File: config.mk
export PLATFORM = sky130hd
export DESIGN_NAME = amiga_clkgen
export DESIGN_NICKNAME = d
export VERILOG_FILES = /design/src/rtl/amiga_clkgen_pkg.sv /design/src/rtl/amiga_clkgen_esync.sv /design/src/rtl/amiga_clkgen.sv
export SDC_FILE = /design/constraint.sdc
export NUM_CORES = 1
export LEC_CHECK = 0
export ABC_CLOCK_PERIOD_IN_PS = 3100
export BUFFER_PORTS_ARGS = -buffer_cell sky130_fd_sc_hd__buf_4
export CORE_UTILIZATION = 33
export CTS_CLUSTER_SIZE = 8
export DETAILED_ROUTE_END_ITERATION = 10
export PLACE_DENSITY = 0.6
export SLEW_MARGIN = 25
export SYNTH_ARGS = -nofsm -noshare
export SYNTH_HDL_FRONTEND = slang
export SYNTH_SLANG_ARGS = --single-unit
File: constraint.sdc
create_clock -name clk_28 -period 3.1 [get_ports clk_28]
set_input_delay 0.465 -clock clk_28 [delete_from_list [all_inputs] [get_ports clk_28]]
set_output_delay 0.465 -clock clk_28 [all_outputs]
set_load 0.05 [all_outputs]
File: src/rtl/amiga_clkgen_pkg.sv
// amiga_clkgen_pkg: shared FSM states, default timing parameters and width helper
package amiga_clkgen_pkg;
    typedef enum logic [1:0] {IDLE, WAIT, ACTIVE, DONE} esync_state_t;
    localparam int DIV_DEF    = 4;
    localparam int E_DIV_DEF  = 10;
    localparam int E_HIGH_DEF = 4;
    function automatic int clog2(input int n);
        int w = 1;
        while ((1 << w) < n) w++;
        return w;
    endfunction
endpackage

File: src/rtl/amiga_clkgen_esync.sv
// amiga_clkgen_esync: E-synchronous access handshake (e_req -> wait rise -> active -> ack at fall)
//   clk_28/reset: master clock, sync active-high reset
//   clk7_en, eclk_rise, eclk_fall: timing pulses from the generator; e_req/e_ack: request/done levels
module amiga_clkgen_esync import amiga_clkgen_pkg::*; (
    input  logic clk_28,
    input  logic reset,
    input  logic clk7_en,
    input  logic eclk_rise,
    input  logic eclk_fall,
    input  logic e_req,
    output logic e_ack
);
    esync_state_t state, state_nx;
    always_ff @(posedge clk_28) begin
        if (reset) begin
            state <= IDLE;
            e_ack <= 1'b0;
        end else begin
            state <= state_nx;
            e_ack <= (state_nx == DONE);
        end
    end
    always_comb begin
        state_nx = state;
        if (clk7_en)
            case (state)
                IDLE:    state_nx = e_req ? WAIT : IDLE;
                WAIT:    state_nx = !e_req ? IDLE : eclk_rise ? ACTIVE : WAIT;
                ACTIVE:  state_nx = eclk_fall ? DONE : ACTIVE;
                default: state_nx = e_req ? DONE : IDLE;
            endcase
    end
endmodule

File: src/rtl/amiga_clkgen.sv
// amiga_clkgen: 7 MHz enables, c1/c3 quadrature, CCK, asymmetric E-clock and E-sync handshake
//   clk_28/reset: master clock, sync active-high reset; run: 1 = advance, 0 = freeze
//   clk7_en/clk7n_en: 7 MHz edge enables; c1/c3: quadrature levels; cck: colour clock
//   eclk/eclk_rise/eclk_fall: E-clock level and edge pulses; e_req/e_ack: CIA access handshake
//   AMIGA_CLKGEN_ECLK_VEC_EN adds eclk_vec, a registered one-hot of the E phase
module amiga_clkgen import amiga_clkgen_pkg::*; #(
    parameter int DIV    = DIV_DEF,
    parameter int E_DIV  = E_DIV_DEF,
    parameter int E_HIGH = E_HIGH_DEF
) (
    input  logic clk_28,
    input  logic reset,
    input  logic run,
    output logic clk7_en,
    output logic clk7n_en,
    output logic c1,
    output logic c3,
    output logic cck,
    output logic eclk,
    output logic eclk_rise,
    output logic eclk_fall,
    input  logic e_req,
    output logic e_ack
`ifdef AMIGA_CLKGEN_ECLK_VEC_EN
    ,
    output logic [E_DIV-1:0] eclk_vec
`endif
);
    localparam int CW = clog2(DIV);
    localparam int EW = clog2(E_DIV);
    logic [CW-1:0] cnt;
    logic [EW-1:0] e_ph, e_ph_nx;
    logic tick7;
    assign tick7   = run && cnt == CW'(DIV - 1);
    assign e_ph_nx = tick7 ? ((e_ph == EW'(E_DIV - 1)) ? '0 : e_ph + 1'b1) : e_ph;
    always_ff @(posedge clk_28) begin
        if (reset) begin
            cnt       <= '0;
            e_ph      <= '0;
            clk7_en   <= 1'b0;
            clk7n_en  <= 1'b0;
            c1        <= 1'b0;
            c3        <= 1'b0;
            cck       <= 1'b1;
            eclk      <= 1'b0;
            eclk_rise <= 1'b0;
            eclk_fall <= 1'b0;
        end else begin
            cnt       <= run ? ((cnt == CW'(DIV - 1)) ? '0 : cnt + 1'b1) : cnt;
            clk7_en   <= tick7;
            clk7n_en  <= run && cnt == CW'(DIV / 2 - 1);
            c3        <= cnt >= CW'(DIV / 2);
            c1        <= ~c3;
            cck       <= cck ^ tick7;
            e_ph      <= e_ph_nx;
            eclk      <= e_ph_nx >= EW'(E_DIV - E_HIGH);
            eclk_rise <= tick7 && e_ph_nx == EW'(E_DIV - E_HIGH);
            eclk_fall <= tick7 && e_ph_nx == '0;
        end
    end
`ifdef AMIGA_CLKGEN_ECLK_VEC_EN
    always_ff @(posedge clk_28) begin
        if (reset)
            eclk_vec <= E_DIV'(1);
        else if (tick7)
            eclk_vec <= {eclk_vec[E_DIV-2:0], eclk_vec[E_DIV-1]};
    end
`endif
    // The registered clk7_en pulse outlives the run edge by one tick; gating keeps the FSM frozen.
    amiga_clkgen_esync u_esync (
        .clk_28    (clk_28),
        .reset     (reset),
        .clk7_en   (clk7_en && run),
        .eclk_rise (eclk_rise),
        .eclk_fall (eclk_fall),
        .e_req     (e_req),
        .e_ack     (e_ack)
    );
endmodule

Yosys cells after proc, flatten, opt, wreduce, memory -nomap -nowiden
Index checks and enable logic that the tools add are counted.

Add/sub/neg operators: 2. Order comparisons: 2. Equality and inequality tests: 7. Multiplexer cells: 10. Bitwise operators: 2. Reduce and logical (&&, ||, !) cells: 7.

Operators with widths (count): 2-to-1 mux 2 bit (5); 2-to-1 mux 4 bit (2); equality test 2 bit (second input constant) (3); case mux 2 bit (3 select lines) (1); logical AND 1 bit (5); adder 4 x 1 -> 4 bit (second input constant) (1); equality test 2 x 1 -> 1 bit (second input constant) (2); equality test 4 x 3 -> 1 bit (second input constant) (1); equality test 4 bit (second input constant) (1); >= comparator 4 x 3 -> 1 bit (second input constant) (1); logical NOT 4 bit (1); adder 2 x 1 -> 2 bit (second input constant) (1); >= comparator 2 bit (second input constant) (1); logical NOT 2 bit (1); 2-to-1 mux 1 bit (2); inverter 1 bit (1); XOR 1 bit (1).

Bits in registers: 17. Bits of input ports: 4. Logic and storage cells: 42.

Depth between registers and ports, before layout
Word-level depth: 5. Mapped depth: 4.

By module
A second synthesis with hierarchy kept.

Cell total of the unflattened synthesis: 74. Area total of the unflattened synthesis: 716.9 um2.

By module, submodules not included: amiga_clkgen (times used 1, cells an instance 61, area an instance 573.0 um2, sequential area each 280.3 um2); amiga_clkgen_esync (times used 1, cells an instance 13, area an instance 143.9 um2, sequential area each 60.1 um2).

Worst setup path before layout
OpenSTA, ideal clock, no wires.

Kind: reg2reg. Start point: register clk7_en. End point: register u_esync.state[0]. Data arrival time: 1.186 ns. Required time: 3.008 ns. Path slack: 1.822 ns. Stages on the path, launching flop included: 4. Buffers on the path: 0. Cells stage by stage: dfxtp_1 -> and3b_1 -> a22oi_1 -> nor4_1.

Longest elaborated chain between the ends: 2.

RTL lines: from (decl) (RTL line amiga_clkgen.sv:14) `output logic clk7_en,`; from (signal assigned) (RTL line amiga_clkgen.sv:50) `clk7_en <= tick7;`; logical AND 1 bit (RTL line amiga_clkgen.sv:73) `.clk7_en (clk7_en && run),`; 2-to-1 mux 2 bit (RTL line amiga_clkgen_esync.sv:25) `if (clk7_en)`; to (signal assigned) (RTL line amiga_clkgen_esync.sv:19) `state <= state_nx;`; to (decl) (RTL line amiga_clkgen_esync.sv:13) `esync_state_t state, state_nx;`.

Every way passes these cells. A chain may end at the register's enable or synchronous reset.

Worst setup path in the final report
Start point: register cnt[0]. End point: register e_ph[1].

Longest elaborated chain between the ends: 3.

RTL lines: from (decl) (RTL line amiga_clkgen.sv:31) `logic [CW-1:0] cnt;`; from (signal assigned) (RTL line amiga_clkgen.sv:49) `cnt <= run ? ((cnt == CW'(DIV - 1)) ? '0 : cnt + 1'b1) : cnt;`; equality test 2 bit (RTL line amiga_clkgen.sv:34) `assign tick7 = run && cnt == CW'(DIV - 1);`; logical AND 1 bit (RTL line amiga_clkgen.sv:34); 2-to-1 mux 4 bit (RTL line amiga_clkgen.sv:35) `assign e_ph_nx = tick7 ? ((e_ph == EW'(E_DIV - 1)) ? '0 : e_ph + 1'b1) : e_ph;`; to (signal assigned) (RTL line amiga_clkgen.sv:55) `e_ph <= e_ph_nx;`; to (decl) (RTL line amiga_clkgen.sv:32) `logic [EW-1:0] e_ph, e_ph_nx;`.

Every way passes these cells.

==> flow_summary.ini <==
[timing]
worst_pin_slew_ns = 0.246
setup_ws_ns = 1.70
hold_viol_final = 0
drv_slew = 0
timing.setup.tns_ns = 0
finalHoldWorstSlack_ns = 0.422
period_minus_slack_ns = 1.40
grt_setup_unrepaired = false
clock.fmax_mhz = 716
max-slew-margin-rel = 0.835
setup_viol = 0
fin_skew_ns = 0.0112
period_share = 0.450

[critical_path]
max_stage_delay_ns = 0.42
cp_cell_sequence = ha_1, nand3_2, or3_1, a21oi_2
slowest_stage = dfxtp_1
path_buf_inv = 0
cp-start-kind = flip-flop
crit_fanout = 5
arrival_ns = 1.62
cp-startpoint = cnt[0]$_SDFFE_PP0P_
worstSetupPathType = flip-flop to flip-flop
r2r_start = cnt[0]$_SDFFE_PP0P_
reg2reg_to = e_ph[1]$_SDFF_PP0_
worstRegToRegCells = 4
crit_path_end_kind = flip-flop
path_delay_family = simple AND/OR/NAND/NOR gates
r2r_setup_slack_ns = 1.70
cp.required_ns = 3.32

[clocking]
clock-sinks = 17
cts_buffer_depth = 2
cts_tree = done
htreeDepth = 1
cts_buffers = 3
cts_root_buf = clkbuf_4
hold_buffers = 0
path_clk_slew_ns = 0.11
clkLatencyLatePin_ns = 0.29
postCtsSetupBuffers = 0
post_cts_resized = 0

[synth]
synth_warnings = 0
yosysUniqueCellTypes = 28
synthesis.nets = 85
syn_avg_cell_area_um2 = 9.13
seq_area_frac_synth = 0.478
ys_ff_latch = 17
syn-cell-area_um2 = 712
netlist_instances = 78

[detailed_routing]
dr_wl_met2_um = 573
ant_nets = 0
met1_length_um = 610
vias_per_cell = 4.76
wl_um = 1230
drt_iter0_markers = 20
drt_pass1_iterations = 4
post_drt_wl_per_cell_um = 10.4
num_vias = 562
dr_wl_met3_um = 35
maxUsedRoutingLayer = met4
drc = 0

[global_routing]
grt_pass1_vias = 449
grt_first_pass_wirelength_um = 2010
grt_max_degree = 18
grt_usage = 0.111
grt-ovfl-total = 0
antenna_found_initial = 0

[layout]
final_area_um2 = 847
multi_input_area_um2 = 344
nNetsFinal = 99
largest_reg_flops = 4
drive_gt1_frac = 0.198
post-route-util = 0.423
reg.largest.list = e_ph: 4 flops, cnt: 2 flops, u_esync.state: 2 flops
insertedDiodeCount = 0
finalNonFillerCells = 118
regMostFlops = e_ph
syn2layout_area_growth_pct = 19.0
seqCellArea_um2 = 340
fill_cells = 206

[place]
post-place-ws_ns = 1.75
io_buffers = 12
dp_hpwl_um = 886
placedCellCount = 114
dpl_cell_area_um2 = 820
gp_congestion = 0.794

[outcome]
outcome = complete, no violations

[power_and_ir_drop]
irDropWorstVdd_uv = 250
cellLeakagePower_nw = 0.327
p_total_uw = 384
power_density_mw_per_mm2 = 453

[min_path]
holdCritStartpoint = c3$_SDFF_PP0_
hold_class = flip-flop to flip-flop
hold-path-endpoint = c1$_SDFF_PP0_
hold_depth = 1

[flow_run]
maxCapViolCount = 0

[floorplan]
io_pins = 13
fp.dieH_um = 48.4
die_w_um = 48.4
dieArea_mm2 = 0.00235
start_util = 0.356
rows = 16
coreArea_mm2 = 0.00200
==> cell families (layout without fill, tap and decap cells) <==
| logic type | Yosys count | count (layout) | share of synthesized area |
|---|---|---|---|
| compound gates | 10 | 10 | 0.0984 |
| xor+xnor | 3 | 3 | 0.0369 |
| fa+ha+maj | 3 | 3 | 0.0527 |
| buf+inv | 6 | 19 | 0.0387 |
| flops | 17 | 17 | 0.478 |
| simple gates | 39 | 39 | 0.295 |
==> layout make-up <==
class | count | share of cell area
inverter | 3 | 0.0133
sequential | 17 | 0.402
clock inverter | 1 | 0.00591
timing repair buffer | 12 | 0.106
multi-input combinational | 55 | 0.406
clock buffer | 3 | 0.0266
tap | 27 | 0.0399
==> worst max-delay path by stage <==
stage                                              to  cells past startpoint
after global placement             e_ph[1]$_SDFF_PP0_                      4
after detailed placement           e_ph[1]$_SDFF_PP0_                      4
final                              e_ph[1]$_SDFF_PP0_                      4
after CTS                                     clk7_en                      1
after floorplan           u_esync.state[0]$_SDFF_PP0_                      3
after global routing               e_ph[1]$_SDFF_PP0_                      4
==> metal layers <==
layer	vias to the layer above	GRT usage
li1	294	-
met1	256	0.148
met2	10	0.167
met3	2	0.0220
met4	0	0.0686
met5	-	0
==> cell usage after synthesis <==
cell | instances | share of area
a211oi_1 | 1 | 0.011
a21oi_1 | 1 | 0.0070
a21oi_2 | 1 | 0.012
a22oi_1 | 3 | 0.032
a31oi_1 | 2 | 0.018
a41oi_1 | 1 | 0.012
and3_1 | 1 | 0.0088
and3b_1 | 1 | 0.012
buf_2 | 1 | 0.0070
buf_4 | 1 | 0.011
clkbuf_1 | 1 | 0.0053
dfxtp_1 | 17 | 0.48
ha_1 | 3 | 0.053
inv_1 | 3 | 0.016
nand2_1 | 5 | 0.026
nand2b_1 | 4 | 0.035
nand3_1 | 3 | 0.021
nand3_2 | 1 | 0.014
nand3b_1 | 1 | 0.011
nand4_1 | 1 | 0.0088
nor2_1 | 10 | 0.053
nor2b_1 | 3 | 0.026
nor3_1 | 3 | 0.021
nor3b_1 | 3 | 0.032
nor4_1 | 2 | 0.018
o21ai_0 | 1 | 0.0070
or3_1 | 1 | 0.0088
xor2_1 | 3 | 0.037
==> power breakdown <==
group          internal (mW)  leakage, nW  switching (mW)
Combinational         0.0124        0.171          0.0239
Clock                 0.0479       0.0177          0.0711
Sequential             0.224        0.138         0.00453
Total                  0.284        0.327          0.0995
==> placed cells by master (no fill, tap or decap), drive strengths merged <==
cell     n
a22oi    3
nor3b    3
clkbuf   3
and3     1
nand2b   4
clkinv   1
nand4    1
dfxtp   17
nor4     2
inv      3
ha       3
o21ai    1
a31oi    2
nand3    4
a211oi   1
nor2    10
buf     12
nor2b    3
a21oi    2
nor3     3
a41oi    1
nand3b   1
and3b    1
or3      1
nand2    5
xor2     3
==> worst reg2reg max path: cells and delay by family, from the launching register on <==
family / cells / cell delay, ns
flip-flops: 1 / 0.42
AND/OR/NAND/NOR: 2 / 0.50
AO/OA/AOI/OAI: 1 / 0.11
adder cells (fa/ha/maj): 1 / 0.28
Power figures use the tool's default switching activity.
